[config.mk]
export PLATFORM = sky130hd
export DESIGN_NAME = regfile_scoreboard_flat
export DESIGN_NICKNAME = d
export VERILOG_FILES = /design/src/rtl/regfile_pkg.sv /design/src/rtl/regfile_scoreboard_if.sv /design/src/rtl/rf_busy_table.sv /design/src/rtl/regfile_scoreboard.sv /design/src/flat_wrapper.sv
export SDC_FILE = /design/constraint.sdc
export NUM_CORES = 2
export LEC_CHECK = 0
export CAP_MARGIN = 20
export CORE_AREA = 2 2 381 383
export CTS_BUF_LIST = sky130_fd_sc_hd__clkbuf_4
export CTS_CLUSTER_DIAMETER = 200
export DETAILED_ROUTE_END_ITERATION = 10
export DIE_AREA = 0 0 383 385
export PLACE_DENSITY = 0.56
export SYNTH_ARGS = -nofsm -noshare
export SYNTH_HDL_FRONTEND = slang
export SYNTH_HIERARCHICAL = 1
export SYNTH_SLANG_ARGS = --single-unit
export TNS_END_PERCENT = 20
[constraint.sdc]
create_clock -name clk -period 9.78 [get_ports clk]
set_clock_uncertainty 0.2 [all_clocks]
set_input_delay 0.978 -clock clk [delete_from_list [all_inputs] [get_ports clk]]
set_output_delay 0.978 -clock clk [all_outputs]
set_load 0.1 [all_outputs]
[src/rtl/regfile_pkg.sv]
// Shared defaults and address types for the 2R/1W register file with busy scoreboard.
package regfile_pkg;

  localparam int unsigned DW_DEFAULT = 32;
  localparam int unsigned AW_DEFAULT = 5;
  localparam int unsigned DEPTH      = 1 << AW_DEFAULT;

  typedef logic [AW_DEFAULT-1:0] reg_addr_t;

  localparam reg_addr_t REG_ZERO = '0;

endpackage

[src/rtl/regfile_scoreboard_if.sv]
// Decode/writeback bus of the register file: read ports, writeback port, issue port.
interface regfile_scoreboard_if #(
  parameter int unsigned DW = regfile_pkg::DW_DEFAULT,
  parameter int unsigned AW = regfile_pkg::AW_DEFAULT
);
  logic [AW-1:0] rna;
  logic [AW-1:0] rnb;
  logic [DW-1:0] qa;
  logic [DW-1:0] qb;
  logic          busy_a;
  logic          busy_b;
  logic          we;
  logic [AW-1:0] wn;
  logic [DW-1:0] d;
  logic          iss_valid;
  logic [AW-1:0] iss_rd;
  logic          busy_any;

  modport master (
    output rna, rnb, we, wn, d, iss_valid, iss_rd,
    input  qa, qb, busy_a, busy_b, busy_any
  );

  modport slave (
    input  rna, rnb, we, wn, d, iss_valid, iss_rd,
    output qa, qb, busy_a, busy_b, busy_any
  );

endinterface

[src/rtl/rf_busy_table.sv]
// Per-register pending-write scoreboard: issue sets, writeback clears, set wins on a tie.
module rf_busy_table
  import regfile_pkg::*;
#(
  parameter int unsigned AW = AW_DEFAULT
) (
  input  logic          clk,
  input  logic          clrn,
  input  logic          set_en,
  input  logic [AW-1:0] set_idx,
  input  logic          clr_en,
  input  logic [AW-1:0] clr_idx,
  input  logic [AW-1:0] idx_a,
  input  logic [AW-1:0] idx_b,
  output logic          busy_a,
  output logic          busy_b,
  output logic          busy_any
);

  localparam int unsigned NumRegs = 1 << AW;

  logic [NumRegs-1:0] busy_q;
  logic [NumRegs-1:0] busy_d;

  always_comb begin
    busy_d = busy_q;
    if (clr_en) busy_d[clr_idx] = 1'b0;
    // Applied last so a new producer overrides the retiring one.
    if (set_en) busy_d[set_idx] = 1'b1;
  end

  always_ff @(posedge clk) begin
    if (!clrn) busy_q <= '0;
    else       busy_q <= busy_d;
  end

  assign busy_a   = busy_q[idx_a];
  assign busy_b   = busy_q[idx_b];
  assign busy_any = |busy_q;

endmodule

[src/rtl/regfile_scoreboard.sv]
// 2-read/1-write register file with optional write-through bypass and busy scoreboard.
module regfile_scoreboard
  import regfile_pkg::*;
#(
  parameter int unsigned DW      = DW_DEFAULT,
  parameter int unsigned AW      = AW_DEFAULT,
  parameter bit          ZERO_R0 = 1'b1,
  parameter bit          BYPASS  = 1'b1
) (
  input logic                 clk,
  input logic                 clrn,
  regfile_scoreboard_if.slave bus
);

  localparam int unsigned NumRegs = 1 << AW;

  logic [DW-1:0] regs_q [NumRegs];
  logic          wr_en;
  logic          iss_en;
  logic          tbl_busy_a;
  logic          tbl_busy_b;
  logic          tbl_busy_any;
  logic          fwd_a;
  logic          fwd_b;

  assign wr_en  = bus.we && !(ZERO_R0 && (bus.wn == AW'(REG_ZERO)));
  assign iss_en = bus.iss_valid && !(ZERO_R0 && (bus.iss_rd == AW'(REG_ZERO)));

  always_ff @(posedge clk) begin
    if (!clrn) begin
      for (int i = 0; i < NumRegs; i++) regs_q[i] <= '0;
    end else if (wr_en) begin
      regs_q[bus.wn] <= bus.d;
    end
  end

  rf_busy_table #(
    .AW(AW)
  ) u_busy (
    .clk     (clk),
    .clrn    (clrn),
    .set_en  (iss_en),
    .set_idx (bus.iss_rd),
    .clr_en  (wr_en),
    .clr_idx (bus.wn),
    .idx_a   (bus.rna),
    .idx_b   (bus.rnb),
    .busy_a  (tbl_busy_a),
    .busy_b  (tbl_busy_b),
    .busy_any(tbl_busy_any)
  );

  // No forwarding during reset, and none when the same cycle re-issues the read register.
  assign fwd_a = BYPASS && clrn && wr_en && (bus.wn == bus.rna) &&
                 !(bus.iss_valid && (bus.iss_rd == bus.rna));
  assign fwd_b = BYPASS && clrn && wr_en && (bus.wn == bus.rnb) &&
                 !(bus.iss_valid && (bus.iss_rd == bus.rnb));

  always_comb begin
    bus.qa     = (ZERO_R0 && (bus.rna == AW'(REG_ZERO))) ? '0 : regs_q[bus.rna];
    bus.qb     = (ZERO_R0 && (bus.rnb == AW'(REG_ZERO))) ? '0 : regs_q[bus.rnb];
    bus.busy_a = tbl_busy_a;
    bus.busy_b = tbl_busy_b;
    if (fwd_a) begin
      bus.qa     = bus.d;
      bus.busy_a = 1'b0;
    end
    if (fwd_b) begin
      bus.qb     = bus.d;
      bus.busy_b = 1'b0;
    end
  end

  assign bus.busy_any = tbl_busy_any;

endmodule
[src/flat_wrapper.sv]
// flat-port wrapper written by rule: the top's interface ports become plain ports
module regfile_scoreboard_flat import regfile_pkg::*;
#(
  parameter int unsigned DW      = DW_DEFAULT,
  parameter int unsigned AW      = AW_DEFAULT,
  parameter bit          ZERO_R0 = 1'b1,
  parameter bit          BYPASS  = 1'b1
)
  (clk, clrn, bus_rna, bus_rnb, bus_we, bus_wn, bus_d, bus_iss_valid, bus_iss_rd, bus_qa, bus_qb, bus_busy_a, bus_busy_b, bus_busy_any);
  regfile_scoreboard_if #(.DW(DW), .AW(AW)) bus_i ();
  input logic clk;
  input logic clrn;
  input wire logic [$bits(bus_i.rna)-1:0] bus_rna;
  input wire logic [$bits(bus_i.rnb)-1:0] bus_rnb;
  input wire logic [$bits(bus_i.we)-1:0] bus_we;
  input wire logic [$bits(bus_i.wn)-1:0] bus_wn;
  input wire logic [$bits(bus_i.d)-1:0] bus_d;
  input wire logic [$bits(bus_i.iss_valid)-1:0] bus_iss_valid;
  input wire logic [$bits(bus_i.iss_rd)-1:0] bus_iss_rd;
  output wire logic [$bits(bus_i.qa)-1:0] bus_qa;
  output wire logic [$bits(bus_i.qb)-1:0] bus_qb;
  output wire logic [$bits(bus_i.busy_a)-1:0] bus_busy_a;
  output wire logic [$bits(bus_i.busy_b)-1:0] bus_busy_b;
  output wire logic [$bits(bus_i.busy_any)-1:0] bus_busy_any;
  assign bus_i.rna = bus_rna;
  assign bus_i.rnb = bus_rnb;
  assign bus_i.we = bus_we;
  assign bus_i.wn = bus_wn;
  assign bus_i.d = bus_d;
  assign bus_i.iss_valid = bus_iss_valid;
  assign bus_i.iss_rd = bus_iss_rd;
  assign bus_qa = bus_i.qa;
  assign bus_qb = bus_i.qb;
  assign bus_busy_a = bus_i.busy_a;
  assign bus_busy_b = bus_i.busy_b;
  assign bus_busy_any = bus_i.busy_any;
  regfile_scoreboard #(.DW(DW), .AW(AW), .ZERO_R0(ZERO_R0), .BYPASS(BYPASS)) u_core (.clk(clk), .clrn(clrn), .bus(bus_i));
endmodule
======== Word-level counts from Yosys, hierarchy flattened ========
Memory sizes are Yosys's and may differ from the RTL's.
Cells that the tools add are included.
word-level totals
  flip-flop bits (word level) ............. 32
  input port bits ......................... 56
  word-level logic and storage cells ...... 59
  memories kept ........................... 1
  output and inout bits ................... 67
  bits in writable memories ............... 1,024
operators by class
  order comparisons ....................... 6
  multiplexer cells ....................... 23
  reduce and logical (&&, ||, !) cells .... 21
  bitwise logic cells ..................... 3
  eq/ne operators ......................... 4
memory list
  name           depth  bits a word  rd ports  clocked after Yosys merged registers in  write ports  RTL line                  source
  u_core.regs_q  32     32           2         0                                        32           regfile_scoreboard.sv:17  logic [DW-1:0] regs_q [NumRegs];
operators by type and width
  kind                                                               number
  2-to-1 mux 32 bit                                                  7
  OR reduction 32 bit                                                2
  bitwise AND 32 bit                                                 1
  inverter 32 bit                                                    1
  bitwise OR 32 bit                                                  1
  less-than comparator 5 x 6 -> 1 bit, second input constant         4
  == test 5 bit                                                      4
  zero test 5 bit                                                    4
  logical AND 1 bit                                                  11
  2-to-1 mux 1 bit                                                   11
  binary-select mux 1 bit (select 5 bit)                             2
  demux 1 bit (select 5 bit)                                         2
  greater-or-equal comparator 5 x 1 -> 1 bit, second input constant  2
  2-to-1 mux 5 bit                                                   1
  zero test 1 bit                                                    4

======== Longest topological paths before layout ========
  depth after elaboration ................. 9
  gate-level depth with buffers ........... 9
  depth with buffers taken out ............ 6

======== Modules after synthesis ========
Netlist, hierarchy kept.
modules (own cells, without submodules)
  module              area each (sq um)  sequential area each (sq um)  cells each  times used
  regfile_scoreboard  54,938.9           30,749.5                      3,747       1
  rf_busy_table       2,084.5            640.6                         255         1

======== Least setup slack after synthesis ========
OpenSTA, ideal clock, no wires.
  kind .................................... input to output
  start point ............................. in bus_wn[3]
  end point ............................... out bus_qb[30]
  buffers on the path ..................... 4
  required time ........................... 8.602 ns
  slack ................................... 3.947 ns
  arrival ................................. 4.655 ns
  cell stages on the path ................. 9
  path through ............................ buf_2 > or3_1 > buf_4 > o311ai_4 > nor3_2 > and2_1 > buf_6 > buf_6 > o31ai_1
between the ends
  longest elaborated chain between the ends .. 7
  elaborated cells on any way between the ends .. 8
  those cells by class .................... 1 x eq/ne; 1 x mux; 6 x reduce/logical
ends and longest elaborated chain
  item                              RTL line                  source
  start: declaration                flat_wrapper.sv:16        input wire logic [$bits(bus_i.wn)-1:0] bus_wn;
  zero test 5 bit                   regfile_scoreboard.sv:26  assign wr_en = bus.we && !(ZERO_R0 && (bus.wn == AW'(REG_ZERO)));
  zero test 1 bit                   regfile_scoreboard.sv:26
  logical AND 1 bit                 regfile_scoreboard.sv:26
  logical AND 1 bit                 regfile_scoreboard.sv:56  assign fwd_b = BYPASS && clrn && wr_en && (bus.wn == bus.rnb) &&
  logical AND 1 bit * (2 in a row)  regfile_scoreboard.sv:56
  2-to-1 mux 32 bit *               regfile_scoreboard.sv:68  if (fwd_b) begin
  end: declaration                  flat_wrapper.sv:21        output wire logic [$bits(bus_i.qb)-1:0] bus_qb;
Mark *: on every way between the ends. The rest lies on a longest branch, timed or not.

======== Worst setup path in the final report ========
  start point ............................. in bus_wn[3]
  end point ............................... out bus_qb[11]
Same word-level chain as after synthesis.

==> impl_metrics.xml <==
<?xml version="1.0" encoding="UTF-8"?>
<metrics>
  <group name="cells_and_area">
    <metric name="syn_to_final_growth" unit="%">13.5</metric>
    <metric name="fraction_of_final_layout_cells_sized_beyond_drive_strength_1" unit="%">26.8</metric>
    <metric name="postLayoutCoreUtil" unit="%">45.2</metric>
    <metric name="finalNetCount" unit="">4251</metric>
  </group>
  <group name="worst_setup_path">
    <metric name="required" unit="ns">8.60</metric>
    <metric name="worstSetupEndpointType" unit="">output pin</metric>
    <metric name="worst_ep_arrival_time" unit="ns">6.16</metric>
    <metric name="crit-reg2reg-launch" unit="">u_core/u_busy/busy_q[9]$_SDFF_PN0_</metric>
    <metric name="startpoint_type_of_the_worst_setup_path" unit="">input pin</metric>
    <metric name="worst-setup-path-type" unit="">input pin to output pin</metric>
    <metric name="largest_fanout_on_the_critical_path" unit="">18</metric>
    <metric name="crit_path_start" unit="">bus_wn[3]</metric>
  </group>
  <group name="placed_design">
    <metric name="dp.final_hpwl" unit="um">115000</metric>
    <metric name="routabilityCongestion" unit="">0.832</metric>
    <metric name="port_buffers" unit="">122</metric>
    <metric name="preCtsSetupSlack" unit="ns">2.59</metric>
  </group>
  <group name="floorplan">
    <metric name="die_w" unit="um">383</metric>
    <metric name="core-area" unit="sq um">143000</metric>
    <metric name="num_rows" unit="">139</metric>
    <metric name="floorplan.io_pins" unit="">123</metric>
    <metric name="starting_density" unit="%">39.8</metric>
    <metric name="chipHeight" unit="um">385</metric>
    <metric name="floorplan.die_area" unit="sq um">147000</metric>
  </group>
  <group name="clock_tree">
    <metric name="postCtsSetupRepairBufs" unit="">0</metric>
    <metric name="clock_insertion_delay_worst_skew" unit="ns">1.22</metric>
    <metric name="cts_root_buf" unit="">sky130_fd_sc_hd__clkbuf_4</metric>
    <metric name="cts.sink_count" unit="">1056</metric>
    <metric name="tritoncts" unit="">yes</metric>
    <metric name="clk_path_buf_depth" unit="">4</metric>
    <metric name="ctsHtreeMaxLevel" unit="">5</metric>
    <metric name="clk_transition_reported_paths" unit="ns">0.06</metric>
    <metric name="cts_buffers" unit="">310</metric>
  </group>
  <group name="global_route">
    <metric name="grt_overflow" unit="">0</metric>
    <metric name="grt_antenna_before_repair" unit="">20</metric>
    <metric name="grt_usage" unit="%">27.5</metric>
    <metric name="global_route.peak_usage_layer" unit="">met2</metric>
    <metric name="grt_first_pass_wirelength" unit="um">287000</metric>
    <metric name="grt_use_met2" unit="%">44.0</metric>
    <metric name="groute.layer.met1.usage" unit="%">36.2</metric>
    <metric name="grt.met3_usage" unit="%">7.61</metric>
    <metric name="maximum_number_of_pins_on_one_net_before_global_route_repair" unit="">127</metric>
    <metric name="number_of_global_route_vias_before_repair" unit="">38763</metric>
  </group>
  <group name="routing">
    <metric name="drcViolationCount" unit="">0</metric>
    <metric name="first_pass_detailed_route_iteration_total" unit="">6</metric>
    <metric name="postRouteWirelength" unit="um">204000</metric>
    <metric name="detail_route.wl_per_cell" unit="um">32.4</metric>
    <metric name="vias_per_cell" unit="">6.14</metric>
    <metric name="drtIter0Drc" unit="">4479</metric>
    <metric name="ant_nets" unit="">0</metric>
    <metric name="detailed_route_via_count" unit="">38655</metric>
  </group>
  <group name="flow_run">
    <metric name="drv.max_cap_violation_count" unit="">0</metric>
  </group>
  <group name="synthesis">
    <metric name="ys_seq_area_share" unit="%">55.0</metric>
    <metric name="number_of_enable_type_register_cells_in_the_synthesized_netlist" unit="">1024</metric>
    <metric name="post_synth_inst_count" unit="">4002</metric>
    <metric name="netlist.area_leader.share" unit="%">53.9</metric>
    <metric name="asyncSetResetFlopFracSynth" unit="%">0</metric>
    <metric name="synth.top_cells.by_area" unit="">sky130_fd_sc_hd__edfxtp_1 (54%), sky130_fd_sc_hd__mux4_2 (16%), sky130_fd_sc_hd__and2_1 (11%)</metric>
    <metric name="synth_cell_type_count" unit="">57</metric>
    <metric name="yosys_most_used_dff" unit="">sky130_fd_sc_hd__edfxtp_1</metric>
    <metric name="post_synth.cell_area_avg" unit="sq um">14.2</metric>
    <metric name="ys_warn_count" unit="">6</metric>
    <metric name="synth_largest_area_cell" unit="">sky130_fd_sc_hd__edfxtp_1</metric>
    <metric name="ys_seq_elements" unit="">1056</metric>
    <metric name="synth_area" unit="sq um">57000</metric>
  </group>
  <group name="power">
    <metric name="share_seq_of_total_power" unit="%">47.8</metric>
    <metric name="total_power_after_layout" unit="mW">11.1</metric>
    <metric name="internal-power" unit="mW">7.93</metric>
    <metric name="power.leakage" unit="nW">22.4</metric>
    <metric name="power.net_switching" unit="mW">3.20</metric>
    <metric name="clock_power_share" unit="%">36.3</metric>
    <metric name="vdd_drop_max" unit="mV">0.122</metric>
    <metric name="power.density_cell_area" unit="nW/um^2">172</metric>
    <metric name="sw_frac_of_total" unit="%">28.8</metric>
    <metric name="comb_power_share" unit="%">15.9</metric>
  </group>
  <group name="worst_hold_path">
    <metric name="hold_path.startpoint" unit="">u_core/u_busy/busy_q[5]$_SDFF_PN0_</metric>
    <metric name="worstHoldPathType" unit="">register to register</metric>
  </group>
  <group name="sta">
    <metric name="finalHoldViolCount" unit="">0</metric>
    <metric name="fin_setup_tns" unit="ns">0</metric>
    <metric name="tightest_slew_margin_relative_to_the_limit" unit="%">9.38</metric>
    <metric name="rsz_0062_raised_after_global_routing" unit="">no</metric>
    <metric name="report.final.setup_viol" unit="">0</metric>
    <metric name="worst_slack" unit="ns">2.44</metric>
    <metric name="period_share" unit="%">75.0</metric>
    <metric name="fin_crit" unit="ns">7.34</metric>
    <metric name="finalMaxSlewViolations" unit="">0</metric>
    <metric name="timing.fmax" unit="MHz">136</metric>
    <metric name="max_slew.worst_pin.slew" unit="ns">1.36</metric>
    <metric name="fin_worst_hold_slack" unit="ns">0.327</metric>
  </group>
  <group name="outcome">
    <metric name="status" unit="">finished clean</metric>
  </group>
</metrics>
what timing repair did:
item | 4_1_cts | 5_1_grt
resized for setup | 0 | 0
hold buffers | 1 | 0
hold endpoints to repair | 32 | 0
power by group through the flow:
stage / clock (mW) / sequential [mW] / combinational [mW]
final: 4.04 / 5.32 / 1.77
after global routing: 4.36 / 5.35 / 1.83
after CTS: 4.12 / 5.32 / 1.75
after detailed placement: 0 / 5.41 / 1.74
after global placement: 0 / 5.40 / 1.74
after floorplan: 0 / 5.38 / 1.15
kinds of logic after synthesis:
family,Yosys count,synth area share [%]
buf+inv,430,3.20
simple gates,1307,13.5
xor+xnor,20,0.307
flops,1056,55.0
compound gates,532,7.22
mux,656,20.8
other cells,1,0.00658
placed cells by master (no fill, tap or decap), types with 35 or more instances in the layout:
| master | count |
|---|---|
| sky130_fd_sc_hd__nand2_1 | 154 |
| sky130_fd_sc_hd__nand3_1 | 44 |
| sky130_fd_sc_hd__mux2_2 | 46 |
| sky130_fd_sc_hd__buf_4 | 134 |
| sky130_fd_sc_hd__and2_1 | 995 |
| sky130_fd_sc_hd__clkbuf_4 | 448 |
| sky130_fd_sc_hd__mux2i_1 | 193 |
| sky130_fd_sc_hd__a221oi_1 | 107 |
| sky130_fd_sc_hd__edfxtp_1 | 1024 |
| sky130_fd_sc_hd__mux4_2 | 417 |
| sky130_fd_sc_hd__nor2_4 | 35 |
| sky130_fd_sc_hd__a221o_1 | 48 |
| sky130_fd_sc_hd__clkinv_1 | 42 |
| sky130_fd_sc_hd__clkdlybuf4s50_1 | 112 |
| sky130_fd_sc_hd__a22oi_1 | 134 |
layer usage:
metal / share of wire (%) / wire length [um] / vias to the layer above
li1: - / - / 16038
met1: 39 / 80400 / 19943
met2: 47 / 96100 / 2248
met3: 10 / 21200 / 418
met4: 2.9 / 5960 / 8
met5: 0.027 / 55 / -
path summary, 6_finish.rpt:
check / cells past startpoint / slack [ns] / endpoint
worst max-delay path: 8 / 2.44 / bus_qb[11]
worst min-delay path: 2 / 0.33 / u_core/u_busy/busy_q[5]$_SDFF_PN0_
worst max register to register: 2 / 8.76 / u_core/u_busy/busy_q[9]$_SDFF_PN0_
worst min register to register: 2 / 0.33 / u_core/u_busy/busy_q[5]$_SDFF_PN0_
critical path, stage by stage:
cell	delay (ns)
sky130_fd_sc_hd__clkdlybuf4s50_1	0.88
sky130_fd_sc_hd__or3_1	0.66
sky130_fd_sc_hd__o311ai_4	0.16
sky130_fd_sc_hd__nor3_4	0.86
sky130_fd_sc_hd__and2_2	0.73
sky130_fd_sc_hd__buf_4	0.47
sky130_fd_sc_hd__a221o_1	0.25
sky130_fd_sc_hd__clkdlybuf4s50_1	1.14
Yosys cell counts (3+ instances only):
cell type / instances
sky130_fd_sc_hd__a221o_1: 48
sky130_fd_sc_hd__o21ai_0: 63
sky130_fd_sc_hd__a21boi_0: 32
sky130_fd_sc_hd__nand4_1: 3
sky130_fd_sc_hd__buf_1: 18
sky130_fd_sc_hd__dfxtp_1: 32
sky130_fd_sc_hd__edfxtp_1: 1024
sky130_fd_sc_hd__mux4_2: 417
sky130_fd_sc_hd__buf_2: 84
sky130_fd_sc_hd__a221oi_1: 107
sky130_fd_sc_hd__nor3b_1: 4
sky130_fd_sc_hd__nor2b_1: 9
sky130_fd_sc_hd__a32o_1: 32
sky130_fd_sc_hd__o2111ai_1: 17
sky130_fd_sc_hd__inv_1: 3
sky130_fd_sc_hd__mux2_2: 46
sky130_fd_sc_hd__mux2i_1: 193
sky130_fd_sc_hd__nand2b_1: 3
sky130_fd_sc_hd__a21oi_1: 27
sky130_fd_sc_hd__a31oi_1: 15
sky130_fd_sc_hd__nand3_1: 45
sky130_fd_sc_hd__o22ai_1: 14
sky130_fd_sc_hd__and3b_1: 3
sky130_fd_sc_hd__nand4b_1: 3
sky130_fd_sc_hd__buf_4: 5
sky130_fd_sc_hd__o21bai_1: 31
sky130_fd_sc_hd__nor4_1: 10
sky130_fd_sc_hd__and2_1: 997
sky130_fd_sc_hd__a22oi_1: 134
sky130_fd_sc_hd__xor2_1: 8
sky130_fd_sc_hd__nor2_1: 45
sky130_fd_sc_hd__or3b_2: 3
sky130_fd_sc_hd__xnor2_1: 12
sky130_fd_sc_hd__and3_1: 5
sky130_fd_sc_hd__nand2_1: 154
sky130_fd_sc_hd__buf_6: 7
sky130_fd_sc_hd__nand3b_1: 10
sky130_fd_sc_hd__clkbuf_1: 311
metrics by stage:
stage                     area [sq um]  std cells
after floorplan                  57100       4033
after global placement           60700       5768
after detailed placement         60800       5773
after CTS                        64500       6275
after global routing             64700       6289
final                            64700       6293
flip-flops by register name, indices dropped and copies added (netlist names):
| signal | flops |
|---|---|
| u_core/u_busy/busy_q | 32 |
| u_core/regs_q | 1024 |
final cells by class:
| type | count | area [sq um] |
|---|---|---|
| multi-input combinational | 2547 | 24600 |
| fill | 12685 | 78400 |
| inverter | 3 | 11.3 |
| sequential | 1056 | 31400 |
| clock buffer | 447 | 3360 |
| timing repair buffer | 277 | 2680 |
| clock inverter | 54 | 262 |
| antenna | 6 | 15.0 |
| tap | 1903 | 2380 |
Note: power is estimated with default switching activity, not from simulation.
